==> src/rtl/mips_pkg.sv <==
`default_nettype none
// ============================================================================
//  Module   : mips_pkg
//  Brief    : Shared opcodes, state encoding and control-field codes for the
//             multi-cycle MIPS control unit.
//  Revision : 1.0  initial release
// ============================================================================
package mips_pkg;

    localparam logic [5:0] OP_RTYPE = 6'b000000;
    localparam logic [5:0] OP_LW    = 6'b100011;
    localparam logic [5:0] OP_SW    = 6'b101011;
    localparam logic [5:0] OP_BEQ   = 6'b000100;
    localparam logic [5:0] OP_J     = 6'b000010;
    localparam logic [5:0] OP_ADDI  = 6'b001000;

    localparam logic [1:0] ALUOP_ADD   = 2'b00;
    localparam logic [1:0] ALUOP_SUB   = 2'b01;
    localparam logic [1:0] ALUOP_FUNCT = 2'b10;

    localparam logic [1:0] ALUSRCB_REG   = 2'b00;
    localparam logic [1:0] ALUSRCB_FOUR  = 2'b01;
    localparam logic [1:0] ALUSRCB_IMM   = 2'b10;
    localparam logic [1:0] ALUSRCB_IMMSH = 2'b11;

    localparam logic [1:0] PCSRC_ALU    = 2'b00;
    localparam logic [1:0] PCSRC_ALUOUT = 2'b01;
    localparam logic [1:0] PCSRC_JUMP   = 2'b10;

    typedef enum logic [3:0] {
        S_FETCH  = 4'd0,
        S_DECODE = 4'd1,
        S_MEMADR = 4'd2,
        S_MEMRD  = 4'd3,
        S_MEMWB  = 4'd4,
        S_MEMWR  = 4'd5,
        S_EXEC   = 4'd6,
        S_RWB    = 4'd7,
        S_BRANCH = 4'd8,
        S_JUMP   = 4'd9,
        S_ADDIEX = 4'd10,
        S_ADDIWB = 4'd11,
        S_TRAP   = 4'd12
    } state_t;

    typedef struct packed {
        logic       pc_write;
        logic       pc_write_cond;
        logic       iord;
        logic       mem_read;
        logic       mem_write;
        logic       ir_write;
        logic       mem_to_reg;
        logic       reg_dst;
        logic       reg_write;
        logic       alu_src_a;
        logic [1:0] alu_src_b;
        logic [1:0] alu_op;
        logic [1:0] pc_source;
    } ctrl_t;

endpackage
`default_nettype wire

==> src/rtl/multicycle_control_if.sv <==
`default_nettype none
// ============================================================================
//  Module   : multicycle_control_if
//  Brief    : Opcode/memory-ready inputs and datapath control outputs of the
//             multi-cycle control unit.
//  Revision : 1.0  initial release
// ============================================================================
interface multicycle_control_if;
    logic [5:0] Opcode;
    logic       Mem_ready;
    logic       PCWrite;
    logic       PCWriteCond;
    logic       IorD;
    logic       MemRead;
    logic       MemWrite;
    logic       IRWrite;
    logic       MemtoReg;
    logic       RegDst;
    logic       RegWrite;
    logic       ALUSrcA;
    logic [1:0] ALUSrcB;
    logic [1:0] ALUOp;
    logic [1:0] PCSource;
    logic [3:0] State;
    logic       Instr_done;
    logic       Illegal_op;
    logic       Mem_error;

    modport master (
        input  Opcode, Mem_ready,
        output PCWrite, PCWriteCond, IorD, MemRead, MemWrite, IRWrite,
               MemtoReg, RegDst, RegWrite, ALUSrcA, ALUSrcB, ALUOp,
               PCSource, State, Instr_done, Illegal_op, Mem_error
    );

    modport slave (
        output Opcode, Mem_ready,
        input  PCWrite, PCWriteCond, IorD, MemRead, MemWrite, IRWrite,
               MemtoReg, RegDst, RegWrite, ALUSrcA, ALUSrcB, ALUOp,
               PCSource, State, Instr_done, Illegal_op, Mem_error
    );
endinterface
`default_nettype wire

==> src/rtl/mem_wait_timer.sv <==
`default_nettype none
// ============================================================================
//  Module   : mem_wait_timer
//  Brief    : Counts consecutive memory wait cycles and flags a timeout on the
//             last permitted wait cycle.
//  Revision : 1.0  initial release
// ============================================================================
module mem_wait_timer #(
    parameter int unsigned WAIT_LIMIT = 16
) (
    input  wire logic clk,
    input  wire logic rst,
    input  wire logic wait_i,
    output logic      timeout_o
);

    logic [7:0] cnt_q;
    logic [7:0] cnt_d;

    generate
        if (WAIT_LIMIT != 0) begin : g_limit
            localparam logic [7:0] C_LAST = 8'(WAIT_LIMIT - 1);
            assign timeout_o = wait_i && (cnt_q == C_LAST);
        end else begin : g_no_limit
            assign timeout_o = 1'b0;
        end
    endgenerate

    // Saturate when unlimited so an endless wait never wraps into a short one.
    always_comb begin
        cnt_d = 8'd0;
        if (wait_i && !timeout_o) begin
            cnt_d = (cnt_q == 8'hFF) ? cnt_q : cnt_q + 8'd1;
        end
    end

    always_ff @(posedge clk) begin
        if (rst) begin
            cnt_q <= 8'd0;
        end else begin
            cnt_q <= cnt_d;
        end
    end

endmodule
`default_nettype wire

==> src/rtl/multicycle_control.sv <==
`default_nettype none
// ============================================================================
//  Module   : multicycle_control
//  Brief    : Control FSM of the multi-cycle MIPS core with memory-ready
//             handshake, wait timeout and illegal-opcode trapping.
//  Revision : 1.0  initial release
// ============================================================================
module multicycle_control
    import mips_pkg::*;
#(
    parameter int unsigned MEM_HANDSHAKE = 1,
    parameter int unsigned WAIT_LIMIT    = 16,
    parameter int unsigned ENABLE_ADDI   = 1,
    parameter int unsigned ENABLE_J      = 1
) (
    input  wire logic             CLK,
    input  wire logic             RESET,
    multicycle_control_if.master  bus
);

    state_t state_q, state_d;
    logic   is_sw_q, is_sw_d;
    logic   illegal_q, mem_err_q, done_q;
    logic   w_set_illegal, w_retire;
    logic   w_rdy, w_in_wait, w_wait, w_timeout;
    ctrl_t  w_ctrl, w_ctrl_out;

    generate
        if (MEM_HANDSHAKE != 0) begin : g_handshake
            assign w_rdy = bus.Mem_ready;
        end else begin : g_no_handshake
            assign w_rdy = 1'b1;
        end
    endgenerate

    assign w_in_wait = (state_q == S_FETCH) || (state_q == S_MEMRD) || (state_q == S_MEMWR);
    assign w_wait    = w_in_wait && !w_rdy;

    mem_wait_timer #(
        .WAIT_LIMIT (WAIT_LIMIT)
    ) u_timer (
        .clk       (CLK),
        .rst       (RESET),
        .wait_i    (w_wait),
        .timeout_o (w_timeout)
    );

    always_comb begin
        state_d       = state_q;
        is_sw_d       = is_sw_q;
        w_set_illegal = 1'b0;
        w_retire      = 1'b0;
        w_ctrl        = '0;
        case (state_q)
            S_FETCH: begin
                w_ctrl.mem_read  = 1'b1;
                w_ctrl.alu_src_b = ALUSRCB_FOUR;
                w_ctrl.alu_op    = ALUOP_ADD;
                w_ctrl.pc_source = PCSRC_ALU;
                w_ctrl.ir_write  = w_rdy;
                w_ctrl.pc_write  = w_rdy;
                if (w_rdy)          state_d = S_DECODE;
                else if (w_timeout) state_d = S_TRAP;
            end
            S_DECODE: begin
                w_ctrl.alu_src_b = ALUSRCB_IMMSH;
                w_ctrl.alu_op    = ALUOP_ADD;
                // Remember lw/sw here: the opcode is not trusted after DECODE.
                is_sw_d = (bus.Opcode == OP_SW);
                if (bus.Opcode == OP_LW || bus.Opcode == OP_SW) begin
                    state_d = S_MEMADR;
                end else if (bus.Opcode == OP_RTYPE) begin
                    state_d = S_EXEC;
                end else if (bus.Opcode == OP_BEQ) begin
                    state_d = S_BRANCH;
                end else if ((ENABLE_J != 0) && (bus.Opcode == OP_J)) begin
                    state_d = S_JUMP;
                end else if ((ENABLE_ADDI != 0) && (bus.Opcode == OP_ADDI)) begin
                    state_d = S_ADDIEX;
                end else begin
                    state_d       = S_TRAP;
                    w_set_illegal = 1'b1;
                end
            end
            S_MEMADR: begin
                w_ctrl.alu_src_a = 1'b1;
                w_ctrl.alu_src_b = ALUSRCB_IMM;
                w_ctrl.alu_op    = ALUOP_ADD;
                state_d = is_sw_q ? S_MEMWR : S_MEMRD;
            end
            S_MEMRD: begin
                w_ctrl.mem_read = 1'b1;
                w_ctrl.iord     = 1'b1;
                if (w_rdy)          state_d = S_MEMWB;
                else if (w_timeout) state_d = S_TRAP;
            end
            S_MEMWB: begin
                w_ctrl.mem_to_reg = 1'b1;
                w_ctrl.reg_write  = 1'b1;
                state_d  = S_FETCH;
                w_retire = 1'b1;
            end
            S_MEMWR: begin
                w_ctrl.mem_write = 1'b1;
                w_ctrl.iord      = 1'b1;
                if (w_rdy) begin
                    state_d  = S_FETCH;
                    w_retire = 1'b1;
                end else if (w_timeout) begin
                    state_d = S_TRAP;
                end
            end
            S_EXEC: begin
                w_ctrl.alu_src_a = 1'b1;
                w_ctrl.alu_src_b = ALUSRCB_REG;
                w_ctrl.alu_op    = ALUOP_FUNCT;
                state_d = S_RWB;
            end
            S_RWB: begin
                w_ctrl.reg_dst   = 1'b1;
                w_ctrl.reg_write = 1'b1;
                state_d  = S_FETCH;
                w_retire = 1'b1;
            end
            S_BRANCH: begin
                w_ctrl.alu_src_a     = 1'b1;
                w_ctrl.alu_src_b     = ALUSRCB_REG;
                w_ctrl.alu_op        = ALUOP_SUB;
                w_ctrl.pc_write_cond = 1'b1;
                w_ctrl.pc_source     = PCSRC_ALUOUT;
                state_d  = S_FETCH;
                w_retire = 1'b1;
            end
            S_JUMP: begin
                w_ctrl.pc_write  = 1'b1;
                w_ctrl.pc_source = PCSRC_JUMP;
                state_d  = S_FETCH;
                w_retire = 1'b1;
            end
            S_ADDIEX: begin
                w_ctrl.alu_src_a = 1'b1;
                w_ctrl.alu_src_b = ALUSRCB_IMM;
                w_ctrl.alu_op    = ALUOP_ADD;
                state_d = S_ADDIWB;
            end
            S_ADDIWB: begin
                w_ctrl.reg_write = 1'b1;
                state_d  = S_FETCH;
                w_retire = 1'b1;
            end
            S_TRAP: begin
                state_d = S_TRAP;
            end
            default: begin
                state_d       = S_TRAP;
                w_set_illegal = 1'b1;
            end
        endcase
    end

    always_ff @(posedge CLK) begin
        if (RESET) begin
            state_q   <= S_FETCH;
            is_sw_q   <= 1'b0;
            illegal_q <= 1'b0;
            mem_err_q <= 1'b0;
            done_q    <= 1'b0;
        end else begin
            state_q   <= state_d;
            is_sw_q   <= is_sw_d;
            illegal_q <= illegal_q | w_set_illegal;
            mem_err_q <= mem_err_q | w_timeout;
            done_q    <= w_retire;
        end
    end

    assign w_ctrl_out = RESET ? '0 : w_ctrl;

    assign bus.PCWrite     = w_ctrl_out.pc_write;
    assign bus.PCWriteCond = w_ctrl_out.pc_write_cond;
    assign bus.IorD        = w_ctrl_out.iord;
    assign bus.MemRead     = w_ctrl_out.mem_read;
    assign bus.MemWrite    = w_ctrl_out.mem_write;
    assign bus.IRWrite     = w_ctrl_out.ir_write;
    assign bus.MemtoReg    = w_ctrl_out.mem_to_reg;
    assign bus.RegDst      = w_ctrl_out.reg_dst;
    assign bus.RegWrite    = w_ctrl_out.reg_write;
    assign bus.ALUSrcA     = w_ctrl_out.alu_src_a;
    assign bus.ALUSrcB     = w_ctrl_out.alu_src_b;
    assign bus.ALUOp       = w_ctrl_out.alu_op;
    assign bus.PCSource    = w_ctrl_out.pc_source;
    assign bus.State       = state_q;
    assign bus.Instr_done  = done_q    & ~RESET;
    assign bus.Illegal_op  = illegal_q & ~RESET;
    assign bus.Mem_error   = mem_err_q & ~RESET;

endmodule
`default_nettype wire
==> src/flat_wrapper.sv <==
// flat-port wrapper written by rule: the top's interface ports become plain ports
module multicycle_control_flat import mips_pkg::*;
#(
    parameter int unsigned MEM_HANDSHAKE = 1,
    parameter int unsigned WAIT_LIMIT    = 16,
    parameter int unsigned ENABLE_ADDI   = 1,
    parameter int unsigned ENABLE_J      = 1
)
  (CLK, RESET, bus_Opcode, bus_Mem_ready, bus_PCWrite, bus_PCWriteCond, bus_IorD, bus_MemRead, bus_MemWrite, bus_IRWrite, bus_MemtoReg, bus_RegDst, bus_RegWrite, bus_ALUSrcA, bus_ALUSrcB, bus_ALUOp, bus_PCSource, bus_State, bus_Instr_done, bus_Illegal_op, bus_Mem_error);
  multicycle_control_if bus_i ();
  input  wire logic CLK;
  input  wire logic RESET;
  input wire logic [$bits(bus_i.Opcode)-1:0] bus_Opcode;
  input wire logic [$bits(bus_i.Mem_ready)-1:0] bus_Mem_ready;
  output wire logic [$bits(bus_i.PCWrite)-1:0] bus_PCWrite;
  output wire logic [$bits(bus_i.PCWriteCond)-1:0] bus_PCWriteCond;
  output wire logic [$bits(bus_i.IorD)-1:0] bus_IorD;
  output wire logic [$bits(bus_i.MemRead)-1:0] bus_MemRead;
  output wire logic [$bits(bus_i.MemWrite)-1:0] bus_MemWrite;
  output wire logic [$bits(bus_i.IRWrite)-1:0] bus_IRWrite;
  output wire logic [$bits(bus_i.MemtoReg)-1:0] bus_MemtoReg;
  output wire logic [$bits(bus_i.RegDst)-1:0] bus_RegDst;
  output wire logic [$bits(bus_i.RegWrite)-1:0] bus_RegWrite;
  output wire logic [$bits(bus_i.ALUSrcA)-1:0] bus_ALUSrcA;
  output wire logic [$bits(bus_i.ALUSrcB)-1:0] bus_ALUSrcB;
  output wire logic [$bits(bus_i.ALUOp)-1:0] bus_ALUOp;
  output wire logic [$bits(bus_i.PCSource)-1:0] bus_PCSource;
  output wire logic [$bits(bus_i.State)-1:0] bus_State;
  output wire logic [$bits(bus_i.Instr_done)-1:0] bus_Instr_done;
  output wire logic [$bits(bus_i.Illegal_op)-1:0] bus_Illegal_op;
  output wire logic [$bits(bus_i.Mem_error)-1:0] bus_Mem_error;
  assign bus_i.Opcode = bus_Opcode;
  assign bus_i.Mem_ready = bus_Mem_ready;
  assign bus_PCWrite = bus_i.PCWrite;
  assign bus_PCWriteCond = bus_i.PCWriteCond;
  assign bus_IorD = bus_i.IorD;
  assign bus_MemRead = bus_i.MemRead;
  assign bus_MemWrite = bus_i.MemWrite;
  assign bus_IRWrite = bus_i.IRWrite;
  assign bus_MemtoReg = bus_i.MemtoReg;
  assign bus_RegDst = bus_i.RegDst;
  assign bus_RegWrite = bus_i.RegWrite;
  assign bus_ALUSrcA = bus_i.ALUSrcA;
  assign bus_ALUSrcB = bus_i.ALUSrcB;
  assign bus_ALUOp = bus_i.ALUOp;
  assign bus_PCSource = bus_i.PCSource;
  assign bus_State = bus_i.State;
  assign bus_Instr_done = bus_i.Instr_done;
  assign bus_Illegal_op = bus_i.Illegal_op;
  assign bus_Mem_error = bus_i.Mem_error;
  multicycle_control #(.MEM_HANDSHAKE(MEM_HANDSHAKE), .WAIT_LIMIT(WAIT_LIMIT), .ENABLE_ADDI(ENABLE_ADDI), .ENABLE_J(ENABLE_J)) u_core (.CLK(CLK), .RESET(RESET), .bus(bus_i));
endmodule
==> config.mk <==
export PLATFORM = sky130hd
export DESIGN_NAME = multicycle_control_flat
export DESIGN_NICKNAME = d
export VERILOG_FILES = /design/src/rtl/mips_pkg.sv /design/src/rtl/multicycle_control_if.sv /design/src/rtl/mem_wait_timer.sv /design/src/rtl/multicycle_control.sv /design/src/flat_wrapper.sv
export SDC_FILE = /design/constraint.sdc
export NUM_CORES = 1
export LEC_CHECK = 0
export CORE_ASPECT_RATIO = 0.75
export CORE_MARGIN = 2
export CORE_UTILIZATION = 30
export DETAILED_ROUTE_END_ITERATION = 6
export PLACE_DENSITY = 0.61
export SYNTH_ARGS = -nofsm -noshare
export SYNTH_HDL_FRONTEND = slang
export SYNTH_SLANG_ARGS = --single-unit
export TNS_END_PERCENT = 1
==> constraint.sdc <==
create_clock -name CLK -period 1.5 [get_ports CLK]
set_clock_uncertainty 0.05 [all_clocks]
set_input_delay 0.3 -clock CLK [delete_from_list [all_inputs] [get_ports CLK]]
set_output_delay 0.3 -clock CLK [all_outputs]
set_load 0.01 [all_outputs]
==> metrics.md, run 1 <==
| Metric | Value |
|---|---|
| Clock Path Buffers | 2 |
| CP Class | register to register |
| Die H | 56.9 um |
| Hold Crit Class | register to register |
| Ys flop type | dfxtp_1 |
| Post-synth ARST share | 0% |
| 1st-iter DRT viols | 68 |
| Layout cell share with drive strength beyond 1 | 43.0% |
| Final instance area | between 1500 and 2000 um^2 |
| Worst EP required | roughly 1.6 ns |
| Post-synth top cells | 16 x dfxtp_1, 15 x nor3_1, 14 x nand2_1, 12 x nor2_1, 8 x a21oi_1 |
| Capture point of the worst reg-to-reg path | u_core.bus.State[2] |
| GRT Util Overall | 17.5% |
| DP Cell Count | roughly 250 |
| Root Buffer | clkbuf_8 |
| Final Hold Viols | 0 |
| Total clock sinks | 16 |
| Pre-CTS WS | -0.640 ns |
| Crit-path cells | buf_4 > or4_4 > o22ai_4 > a311oi_1 > o32ai_1 |
| Final Max Slew Viols | 0 |
| P_leak | 0.745 nW |
| Outcome | finished with violations |
| Gpl congestion | 0.840 |
| RSZ-0062 raised after global routing | yes |
| Largest family of logic cells by synthesized area | simple AND/OR/NAND/NOR gates |
| Register area share after synthesis | 28.7% |
| Slowest stage delay, CP | 0.53 ns |
| Largest delay share family, worst path | compound AO/OA/AOI/OAI gates |
| CTS Buf Count | 3 |
| First-pass GRT wire length | 5.75 mm |
| Worst Setup Start Kind | register |
| IO Count | 32 |
| Synth warnings | 0 |
| Final nets | around 220 |
| Worst Path Buf+Inv | 1 |
| Reg2Reg Depth | 5 |
| H-tree lvl count | 1 |
| I/O Buffers | 31 |
| Hold path cells | 2 |
| Post-Layout Cell Count | 259 |
| N_diodes | 0 |
| CTS clock-pin slew for the worst setup and hold paths | 0.06 ns |
| Detail Route Antenna Nets | 0 |
| DR vias | 1331 |
| Distinct cell type count after synthesis | between 40 and 50 |
| PD cells | 718 nW/um^2 |
| Hold Path Origin | u_core.is_sw_q |
| Vias in the first global route | 1274 |
| GRT Max-Usage Layer | met2 |
| Core Area | between 3000 and 4000 um^2 |
| Failing checks | setup timing |
| Yosys reg bits | 16 |
| Routed WL | 3.58 mm |
| Area contributors post-synth | dfxtp_1 29%, nor3_1 6.7%, nand2_1 4.7% |
| Die ar. | 4230 um^2 |
| Gate Count Post-Synth | 144 |
| # rows | 19 |
| Worst Setup End Kind | register |
| Post-synthesis mux area share | less than 1% |
| Post-Synth Simple-Gate Area | about 40% |
| DP Wirelength | between 2 and 3 mm |
| Synth Area in Compound Gates | 20.8% |
| Syn-to-layout area delta | 64.8% |
| WP data arrival | 1.95 ns |
| Post-DP Area | ~1700 um^2 |
| Critical R2R Launch | u_core.bus.State[3] |
| GRT met1 Usage | 25.0% |
| Max frequency | 0.543 GHz |
| Hold buffer count at CTS | 0 |
| Synth Net Count | 154 |
| Synth Area per Inst | 7.76 um^2 |
| EDFF count, synth | 0 |
| Yosys top cell area share | between 20 and 30% |
| Max_slew headroom | 77.2% |
| Gr ovfl total | 0 |
| Maxcap violations | 0 |
| Min-Delay Endpoint | u_core.is_sw_q |
| Drt drc | 0 |
| Mapped Area | between 1000 and 1500 um^2 |
| WL per Instance | 13.8 um |
| VDD IR max | 0.000471 V |
| Worst Slack Setup Final | -0.342 ns |
| Most common cell in the netlist | dfxtp_1 |
| Initial antenna violation count | 0 |
| Worst reg2reg setup slack | -0.34 ns |
| Die Span X | 74.5 um |
| CTS tree | built |
| Min Tclk post-route | about 1.8 ns |
| Starting density of the core | 30.9% |
| Setup violators final | 30 |
| Final TNS setup | -6.92 ns |
| Pwr Total | roughly 1.3 mW |
| Cell taking the most area after synthesis | dfxtp_1 |
| Xor/xnor cell area share of the yosys netlist | 3.14% |
| Largest net degree at the start of global routing | 14 |
| Final period util | 123% |
| Crit-path slowest cell | or4_4 |
| Synth Area in Adders | 1.12% |
| Routed vias/inst | 5.14 |
| DR pass1 iterations | 4 |
| Met2 Track Usage GR | 26.3% |
| CP max FO | 7 |
| Worst slew pin tran | 0.337 ns |
| Clock Latency Late Sink | approximately 0.25 ns |
| Routing usage on met3 | 4.49% |
[layer usage]
metal / routed length, um / vias up / part of all wire (%)
met1: 1680 / 626 / 47
li1: - / 660 / -
met5: 0 / - / 0
met2: 1630 / 41 / 46
met4: 36 / 0 / 1.0
met3: 229 / 4 / 6.4
[how the worst max path moves through the flow]
stage | start | cells after the start | end | slack, ns
after global placement | RESET | 5 | bus_PCWrite | -0.62
after CTS | u_core.bus.State[1] | 5 | u_core.u_timer.cnt_q[6] | -0.32
final | u_core.bus.State[3] | 5 | u_core.bus.State[2] | -0.34
after global routing | u_core.bus.State[1] | 5 | u_core.u_timer.cnt_q[6] | -0.40
after floorplan | u_core.bus.State[2] | 5 | u_core.bus.State[2] | -0.12
after detailed placement | RESET | 5 | bus_PCWrite | -0.64
[cells by family (layout without fill, tap and decap cells)]
| kind of cell | after synthesis | count (layout) |
|---|---|---|
| buf+inv | 12 | 75 |
| mux | 1 | 1 |
| flops | 16 | 16 |
| simple gates | 77 | 77 |
| xor+xnor | 4 | 4 |
| compound gates | 33 | 33 |
| fa+ha+maj | 1 | 1 |
[placed cells by master (no fill, tap or decap), drive strengths merged, types with 2 or more instances in the layout]
cell	instances
buf	46
nor3	17
dfxtp	16
nand2	14
nor2	12
clkdlybuf4s50	9
a21oi	8
clkdlybuf4s15	7
nand3	7
o21ai	6
clkbuf	6
a31oi	5
dlygate4sd2	4
nor2b	4
and3	3
nand2b	3
inv	3
o22ai	3
or2	3
a211oi	3
xnor2	2
and2	2
nand4	2
and4	2
nor4b	2
o211ai	2
xor2	2
nor4	2
[where the power goes]
part	internal [mW]	switching, mW	total [mW]
logic	0.239	0.230	0.468
registers	0.447	0.0264	0.474
clock network	0.233	0.148	0.381
[flip-flops by register name (all words and copies together), names as in the netlist]
name                  cells
u_core.bus.State          4
u_core.done_q             1
u_core.illegal_q          1
u_core.is_sw_q            1
u_core.mem_err_q          1
u_core.u_timer.cnt_q      8
[repair_timing]
action	CTS	global route
pin swaps	3	4
resized for setup	74	15
setup endpoints to repair	36	35
buffers inserted	2	0
[worst reg2reg max path: stages, from the launching register on]
cell      delay, ns
dfxtp_2        0.36
buf_4          0.18
or4_4          0.53
o22ai_4        0.27
a311oi_1       0.14
o32ai_1        0.22
[stage by stage]
step           hold slack, ns  utilization, %
6_report                0.421            51.0
5_1_grt                 0.448            51.0
4_1_cts                 0.424            51.0
3_5_place_dp            0.416            48.3
3_3_place_gp            0.411            48.3
2_1_floorplan           0.396               -
[cell type report]
| cell class | count | area [um^2] |
|---|---|---|
| Multi-Input combinational cell | 116 | 825 |
| Clock buffer | 4 | 55.1 |
| Tap cell | 52 | 65.1 |
| Fill cell | 357 | 1770 |
| Sequential cell | 16 | 328 |
| Inverter | 3 | 11.3 |
| Timing Repair Buffer | 68 | 558 |
(Power assumes the default switching activity.)
==> run 2: changes to the inputs <==
Settings changed: PLACE_DENSITY 0.61 to 0.6, SYNTH_HIERARCHICAL set to 1.
==> run 2 against run 1 <==
Against the previous run:
- the flow still finishes with violations (setup timing)
- area after synthesis increased by 7.6%
- cell area increased by 9.4%
- combinational power decreased by 19%
- sequential cell count unchanged
- highest routed layer unchanged
==> metrics.md, run 2 <==
| Metric | Value |
|---|---|
| Outcome | finished with violations |
| Hold path cells | 2 (unchanged) |
| I/O Buffers | 31 (unchanged) |
| Fillcell total | 375 (+5.0%) |
| Most common cell in the netlist | nor2_1 |
| Final instance area | 2020 um^2 (+9.4%) |
| Core Area | 3760 um^2 (+3.9%) |
| Min Tclk post-route | 1.95 ns (+0.109 ns) |
| Routed vias/inst | 5.17 (+0.66%) |
| Internal cell power | 866 uW (-5.7%) |
| Syn-to-layout area delta | 67.6% |
| Worst reg2reg setup slack | -0.45 ns (-0.11 ns) |
| Vias in the first global route | 1366 (+7.2%) |
| CTS Buf Count | 3 (unchanged) |
| Worst EP required | 1.63 ns (+0.02 ns) |
| Final period util | 130% (+7.2 points) |
| Yosys top cell area share | 26.6% (-2.0 points) |
| Area contributors post-synth | dfxtp_1 27%, nor3_1 6.7%, nor2_1 5.9% |
| Worst hold margin | 0.431 ns (+0.0104 ns) |
| Hold buffer count at CTS | 0 (unchanged) |
| EDFF count, synth | 0 (unchanged) |
| Largest net degree at the start of global routing | 13 (-1) |
| Logic gate share of total power | 31.1% (-4.3 points) |
| Clock network fraction of design power | 31.6% (+2.8 points) |
| Die H | 58.8 um (+3.5%) |
| Min-Delay Endpoint | u_core/mem_err_q |
| Detail Route Antenna Nets | 0 (unchanged) |
| Gpl congestion | 0.970 (+15%) |
| Gr ovfl total | 0 (unchanged) |
| First-pass GRT wire length | 6.11 mm (+6.2%) |
| Starting density of the core | 32.0% (+1.1 points) |
| Sw frac | 29.2% (-1.3 points) |
| Post-synth top cells | 19 x nor2_1, 16 x dfxtp_1, 16 x nor3_1, 10 x nand2_1, 9 x a21oi_1 |
| Worst Setup End Kind | register |
| 1st-iter DRT viols | 93 (+37%) |
| Reg2Reg Depth | 11 (+6) |
| DP Wirelength | 2.85 mm (+3.0%) |
| Hold Crit Class | register to register |
| RSZ-0062 raised after global routing | yes |
| Post-synth ARST share | 0% (unchanged) |
| Yosys reg bits | 16 (unchanged) |
| Root Buffer | clkbuf_8 |
| Max_slew headroom | 78.1% (+0.86 points) |
| Final Hold Viols | 0 (unchanged) |
| WL per Instance | 13.7 um (-0.78%) |
| Max reg flops | 8 (unchanged) |
| VDD IR max | 0.000299 V (-36%) |
| Worst slew pin tran | 0.326 ns (-0.0112 ns) |
| Max frequency | 0.513 GHz (-5.6%) |
| H-tree lvl count | 1 (unchanged) |
| Maxcap violations | 0 (unchanged) |
| Initial antenna violation count | 0 (unchanged) |
| CTS tree | built |
| Layout cell share with drive strength beyond 1 | 46.8% (+3.8 points) |
| GRT Util Overall | 16.8% (-0.65 points) |
| DR pass1 iterations | 5 (+1) |
| WP data arrival | 2.08 ns (+0.13 ns) |
| Synth Net Count | 174 (+13%) |
| Mapped Area | 1200 um^2 (+7.6%) |
| IO Count | 32 (unchanged) |
| Worst Slack Setup Final | -0.450 ns (-0.109 ns) |
| Routed WL | 3.88 mm (+8.4%) |
| N_diodes | 0 (unchanged) |
| Cell taking the most area after synthesis | dfxtp_1 |
| Synth Area per Inst | 7.33 um^2 (-5.5%) |
| Die ar. | 4540 um^2 (+7.1%) |
| PD cells | 607 nW/um^2 (-15%) |
| Critical R2R Launch | u_core/bus.State[1] |
| Drt drc | 0 (unchanged) |
| Post-DP Area | 1840 um^2 (+5.3%) |
| Ys flop type | dfxtp_1 |
| Failing checks | setup timing |
| Worst Setup Start Kind | register |
| NetSw | 358 uW (-11%) |
| Clock Path Buffers | 2 (unchanged) |
| Setup violators final | 29 (-3.3%) |
| Final nets | 242 (+11%) |
| CP max FO | 5 (-2) |
| Capture point of the worst reg-to-reg path | u_core/bus.State[2] |
| Gate Count Post-Synth | 164 (+14%) |
| Clock Latency Late Sink | 0.25 ns (about the same) |
| P_leak | 0.859 nW (+15%) |
| Sequential share of power | 37.3% (+1.5 points) |
| Commonest non-fill, non-tap cell in the layout | buf_4 |
| Register area share after synthesis | 26.6% (-2.0 points) |
| Pwr Total | 1.22 mW (-7.5%) |
| Hold Path Origin | u_core/mem_err_q |
| CP Class | register to register |
| Commonest cells after routing, fill and taps aside | 36 x buf_4, 14 x buf_2, 13 x nor2_1, 12 x dfxtp_1, 11 x buf_6 |
| Total clock sinks | 16 (unchanged) |
| Die Span X | 77.1 um (+3.5%) |
| Synth warnings | 6 (+6) |
| Final Max Slew Viols | 0 (unchanged) |
| DR vias | 1464 (+10%) |
| # rows | 19 (unchanged) |
| Distinct cell type count after synthesis | 42 (-4.5%) |
| Biggest register | u_core/u_timer/cnt_q |
| CTS clock-pin slew for the worst setup and hold paths | 0.07 ns (about the same) |
run 2: cell count changes in the layout (fill, tap and decap cells not counted), moves of 5 or more:
cell,change
buf_6,+8
nor2_2,+5
clkdlybuf4s15_2,-6
buf_2,+6
inv_1,+5
run 2: layout make-up:
type                       instances  area [um^2]  share of cell area, %
clock buffer                       4         55.1                   2.73
inverter                           7         26.3                   1.30
multi-input combinational        126          920                   45.6
sequential                        16          333                   16.5
tap                               52         65.1                   3.23
timing repair buffer              78          617                   30.6
run 2: power groups by stage:
| stage | Combinational (mW) | Clock (mW) | Sequential, mW |
|---|---|---|---|
| floorplan | 0.163 | 0 | 0.463 |
| global placement | 0.340 | 0 | 0.461 |
| detailed placement | 0.344 | 0 | 0.463 |
| CTS | 0.347 | 0.398 | 0.455 |
| global route | 0.409 | 0.423 | 0.459 |
| finish | 0.380 | 0.387 | 0.457 |
run 2: kinds of logic after synthesis:
kind of cell | after synthesis | synth area share (%)
AND/OR/NAND/NOR | 84 | 38.5
AO/OA/AOI/OAI | 36 | 20.6
buffers and inverters | 22 | 9.37
flip-flops | 16 | 26.6
XOR/XNOR | 3 | 2.19
multiplexers | 2 | 1.66
adder cells (fa/ha/maj) | 1 | 1.04
run 2: critical path: stages (launching register included):
cell and delay [ns]:
dfxtp_4 0.37, buf_6 0.14, nor3_4 0.17, a21oi_2 0.07, nor3_2 0.21, inv_1 0.11, nor3_4 0.15, nor2_2 0.06
nor3b_2 0.18, o21ai_1 0.09, a21o_1 0.16, a31oi_1 0.11
run 2: metrics by stage:
stage / setup slack, ns / setup TNS (ns) / cells / util (%)
2_1_floorplan: -0.338 / -1.52 / 164 / -
3_3_place_gp: -0.677 / -15.45 / 276 / 49.0
3_5_place_dp: -0.758 / -16.10 / 276 / 49.0
4_1_cts: -0.340 / -4.44 / 282 / 52.0
5_1_grt: -0.580 / -7.63 / 283 / 53.7
6_report: -0.450 / -5.04 / 283 / 53.7
run 2: worst max path at each step:
stage	start	endpoint	slack (ns)
after floorplan	u_core/u_timer/cnt_q[4]	u_core/bus.State[2]	-0.34
after global placement	RESET	bus_PCWrite	-0.68
after detailed placement	RESET	bus_PCWrite	-0.76
after CTS	u_core/bus.State[0]	u_core/bus.State[2]	-0.34
after global routing	u_core/bus.State[1]	u_core/bus.State[2]	-0.58
final	u_core/bus.State[1]	u_core/bus.State[2]	-0.45
run 2: what timing repair did:
item                       in CTS  in global routing
setup endpoints to repair      38                 34
buffers inserted                2                  1
gates resized for setup        98                 29
pin swaps                       5                 16
run 2: per-layer routing:
layer | vias to the layer above | part of all wire, % | track usage (%)
met5 | - | 0 | 0
met4 | 0 | 0.54 | 4.85
met3 | 2 | 7.5 | 2.30
met2 | 56 | 49 | 28.6
met1 | 679 | 43 | 22.8
li1 | 727 | - | -
==> run 3: changes to the inputs <==
Settings changed: CAP_MARGIN set to 20, GPL_TIMING_DRIVEN set to 0, MAX_ROUTING_LAYER set to met4.
==> run 3 against run 2 <==
Against the previous run:
- the flow still finishes with violations (setup timing)
- die area unchanged
- cell area shrank 8.6%
- critical path depth is 4 lower
- first-iteration DRC count is 47% higher
- largest cell class unchanged
- utilization down 4.6 points
==> metrics.md, run 3 (synthesized netlist as in run 2, its figures left out) <==
| Metric | Value |
|---|---|
| Outcome | finished with violations |
| Failing checks | setup timing |
| DR vias | 1396 (-4.6%) |
| Crit-path cells | or4_4 > nor3_4 > nor2_1 > nor3b_2 > o21ai_1 > a21o_1 > a31oi_1 |
| Pwr Total | 1.17 mW (-4.6%) |
| Drt drc | 0 (unchanged) |
| WP data arrival | 2.05 ns (-0.03 ns) |
| Clock Path Buffers | 2 (unchanged) |
| CP max FO | 5 (unchanged) |
| Initial antenna violation count | 0 (unchanged) |
| PD cells | 634 nW/um^2 (+4.4%) |
| 1st-iter DRT viols | 137 (+47%) |
| Final nets | 215 (-11%) |
| Slowest stage delay, CP | 0.58 ns (+0.21 ns) |
| CTS tree | built |
| Pre-CTS WS | -1.05 ns (-0.288 ns) |
| VDD IR max | 0.000327 V (+9.2%) |
| Maxcap violations | 0 (unchanged) |
| CTS Buf Count | 3 (unchanged) |
| H-tree lvl count | 1 (unchanged) |
| Commonest cells after routing, fill and taps aside | 15 x nor2_1, 12 x buf_2, 11 x nor3_1, 10 x clkdlybuf4s50_1 |
| IO Count | 32 (unchanged) |
| # rows | 19 (unchanged) |
| Crit-path slowest cell | or4_4 |
| N_diodes | 0 (unchanged) |
| Critical R2R Launch | u_core/u_timer/cnt_q[7] |
| Worst hold margin | 0.420 ns (-0.0115 ns) |
| Final period util | 129% (-1.3 points) |
| Layout cell share with drive strength beyond 1 | 37.7% (-9.0 points) |
| Largest net degree at the start of global routing | 11 (-2) |
| Die H | 58.8 um (unchanged) |
| Hold Crit Class | register to register |
| Total clock sinks | 16 (unchanged) |
| DP Wirelength | 2.66 mm (-6.8%) |
| Worst setup path startpoint | u_core/u_timer/cnt_q[7] |
| Routed WL | 3.78 mm (-2.6%) |
| RSZ-0062 raised after global routing | yes |
| Post-Layout Cell Count | 256 (-9.5%) |
| Final design utilization | 49.0% (-4.6 points) |
| Reg2Reg Depth | 7 (-4) |
| Worst Slack Setup Final | -0.430 ns (+0.0199 ns) |
| GRT Util Overall | 17.4% (+0.52 points) |
| Clock Latency Late Sink | 0.25 ns (about the same) |
| Core Area | 3760 um^2 (unchanged) |
| Die Span X | 77.1 um (unchanged) |
| DR pass1 iterations | 4 (-1) |
| First-pass GRT wire length | 6.07 mm (-0.79%) |
| DP Cell Count | 246 (-11%) |
| Starting density of the core | 32.0% (unchanged) |
| Vias in the first global route | 1214 (-11%) |
| Largest delay share family, worst path | simple AND/OR/NAND/NOR gates |
| Worst Setup Start Kind | register |
| Detail Route Antenna Nets | 0 (unchanged) |
| Worst slew pin tran | 0.455 ns (+0.128 ns) |
| CTS clock-pin slew for the worst setup and hold paths | 0.07 ns (about the same) |
| Max reg flops | 8 (unchanged) |
| Commonest non-fill, non-tap cell in the layout | nor2_1 |
| Max_slew headroom | 69.7% (-8.4 points) |
| Root Buffer | clkbuf_8 |
| P_leak | 0.710 nW (-17%) |
| Gr ovfl total | 0 (unchanged) |
| Gpl congestion | 0.914 (-5.7%) |
| Worst Path Buf+Inv | 0 (-2) |
| Biggest register | u_core/u_timer/cnt_q |
| Min Tclk post-route | 1.93 ns (-0.0199 ns) |
| Final Max Slew Viols | 0 (unchanged) |
| I/O Buffers | 30 (-3.2%) |
| Syn-to-layout area delta | 53.2% |
| CP Class | register to register |
| Die ar. | 4540 um^2 (unchanged) |
| Worst Setup End Kind | register |
| Worst reg2reg setup slack | -0.43 ns (+0.02 ns) |
| WP depth | 7 (-4) |
| Max frequency | 0.518 GHz (+1.0%) |
| WL per Instance | 14.8 um (+7.7%) |
| Routed vias/inst | 5.45 (+5.4%) |
| Setup violators final | 33 (+14%) |
| Capture point of the worst reg-to-reg path | u_core/bus.State[2] |
| Final Hold Viols | 0 (unchanged) |
| Worst EP required | 1.62 ns (about the same) |
| Setup crit end | u_core/bus.State[2] |
## run 3: layer usage
metal,up-vias,track usage [%],part of all wire [%]
met2,64,26.3,47
li1,672,-,-
met3,2,3.37,7.5
met5,-,-,0
met4,0,3.57,0.64
met1,658,24.3,45
## run 3: timing repair
item                                    in CTS  in global routing
hold buffers                                 0                  0
setup buffers                                6                  0
pin swaps                                   10                 10
endpoints found under the setup margin      38                 35
resized for setup                          100                 18
## run 3: layout make-up
cell class / count / area (um^2)
inverter: 7 / 26.3
timing repair buffer: 36 / 298
fill: 365 / 1910
buffer: 15 / 154
clock buffer: 4 / 55.1
multi-input combinational: 126 / 910
tap: 52 / 65.1
sequential: 16 / 334
## run 3: how the worst min path moves through the flow
stage / slack, ns / endpoint / startpoint / cells past startpoint
2_1_floorplan: 0.38 / u_core/mem_err_q / u_core/mem_err_q / 2
3_3_place_gp: 0.40 / u_core/mem_err_q / u_core/mem_err_q / 2
3_5_place_dp: 0.41 / u_core/mem_err_q / u_core/mem_err_q / 2
4_1_cts: 0.42 / u_core/mem_err_q / u_core/mem_err_q / 2
5_1_grt: 0.46 / u_core/mem_err_q / u_core/mem_err_q / 2
6_report: 0.42 / u_core/mem_err_q / u_core/mem_err_q / 2
## run 3: through the flow
stage	setup TNS [ns]	area, um^2
final	-6.96	1840
after global routing	-9.08	1840
after CTS	-7.66	1770
after detailed placement	-18.28	1590
after global placement	-17.94	1590
after floorplan	-1.52	1220
## run 3: report_power, final
part	total, mW	internal [mW]	switching [mW]
Combinational	0.319	0.153	0.167
Clock	0.386	0.233	0.153
Sequential	0.462	0.439	0.0226
## run 3: worst reg2reg max path, delay by kind of cell, from the launching register on
family	cells	cell delay, ns
flops	1	0.34
simple gates	4	1.10
compound gates	3	0.36
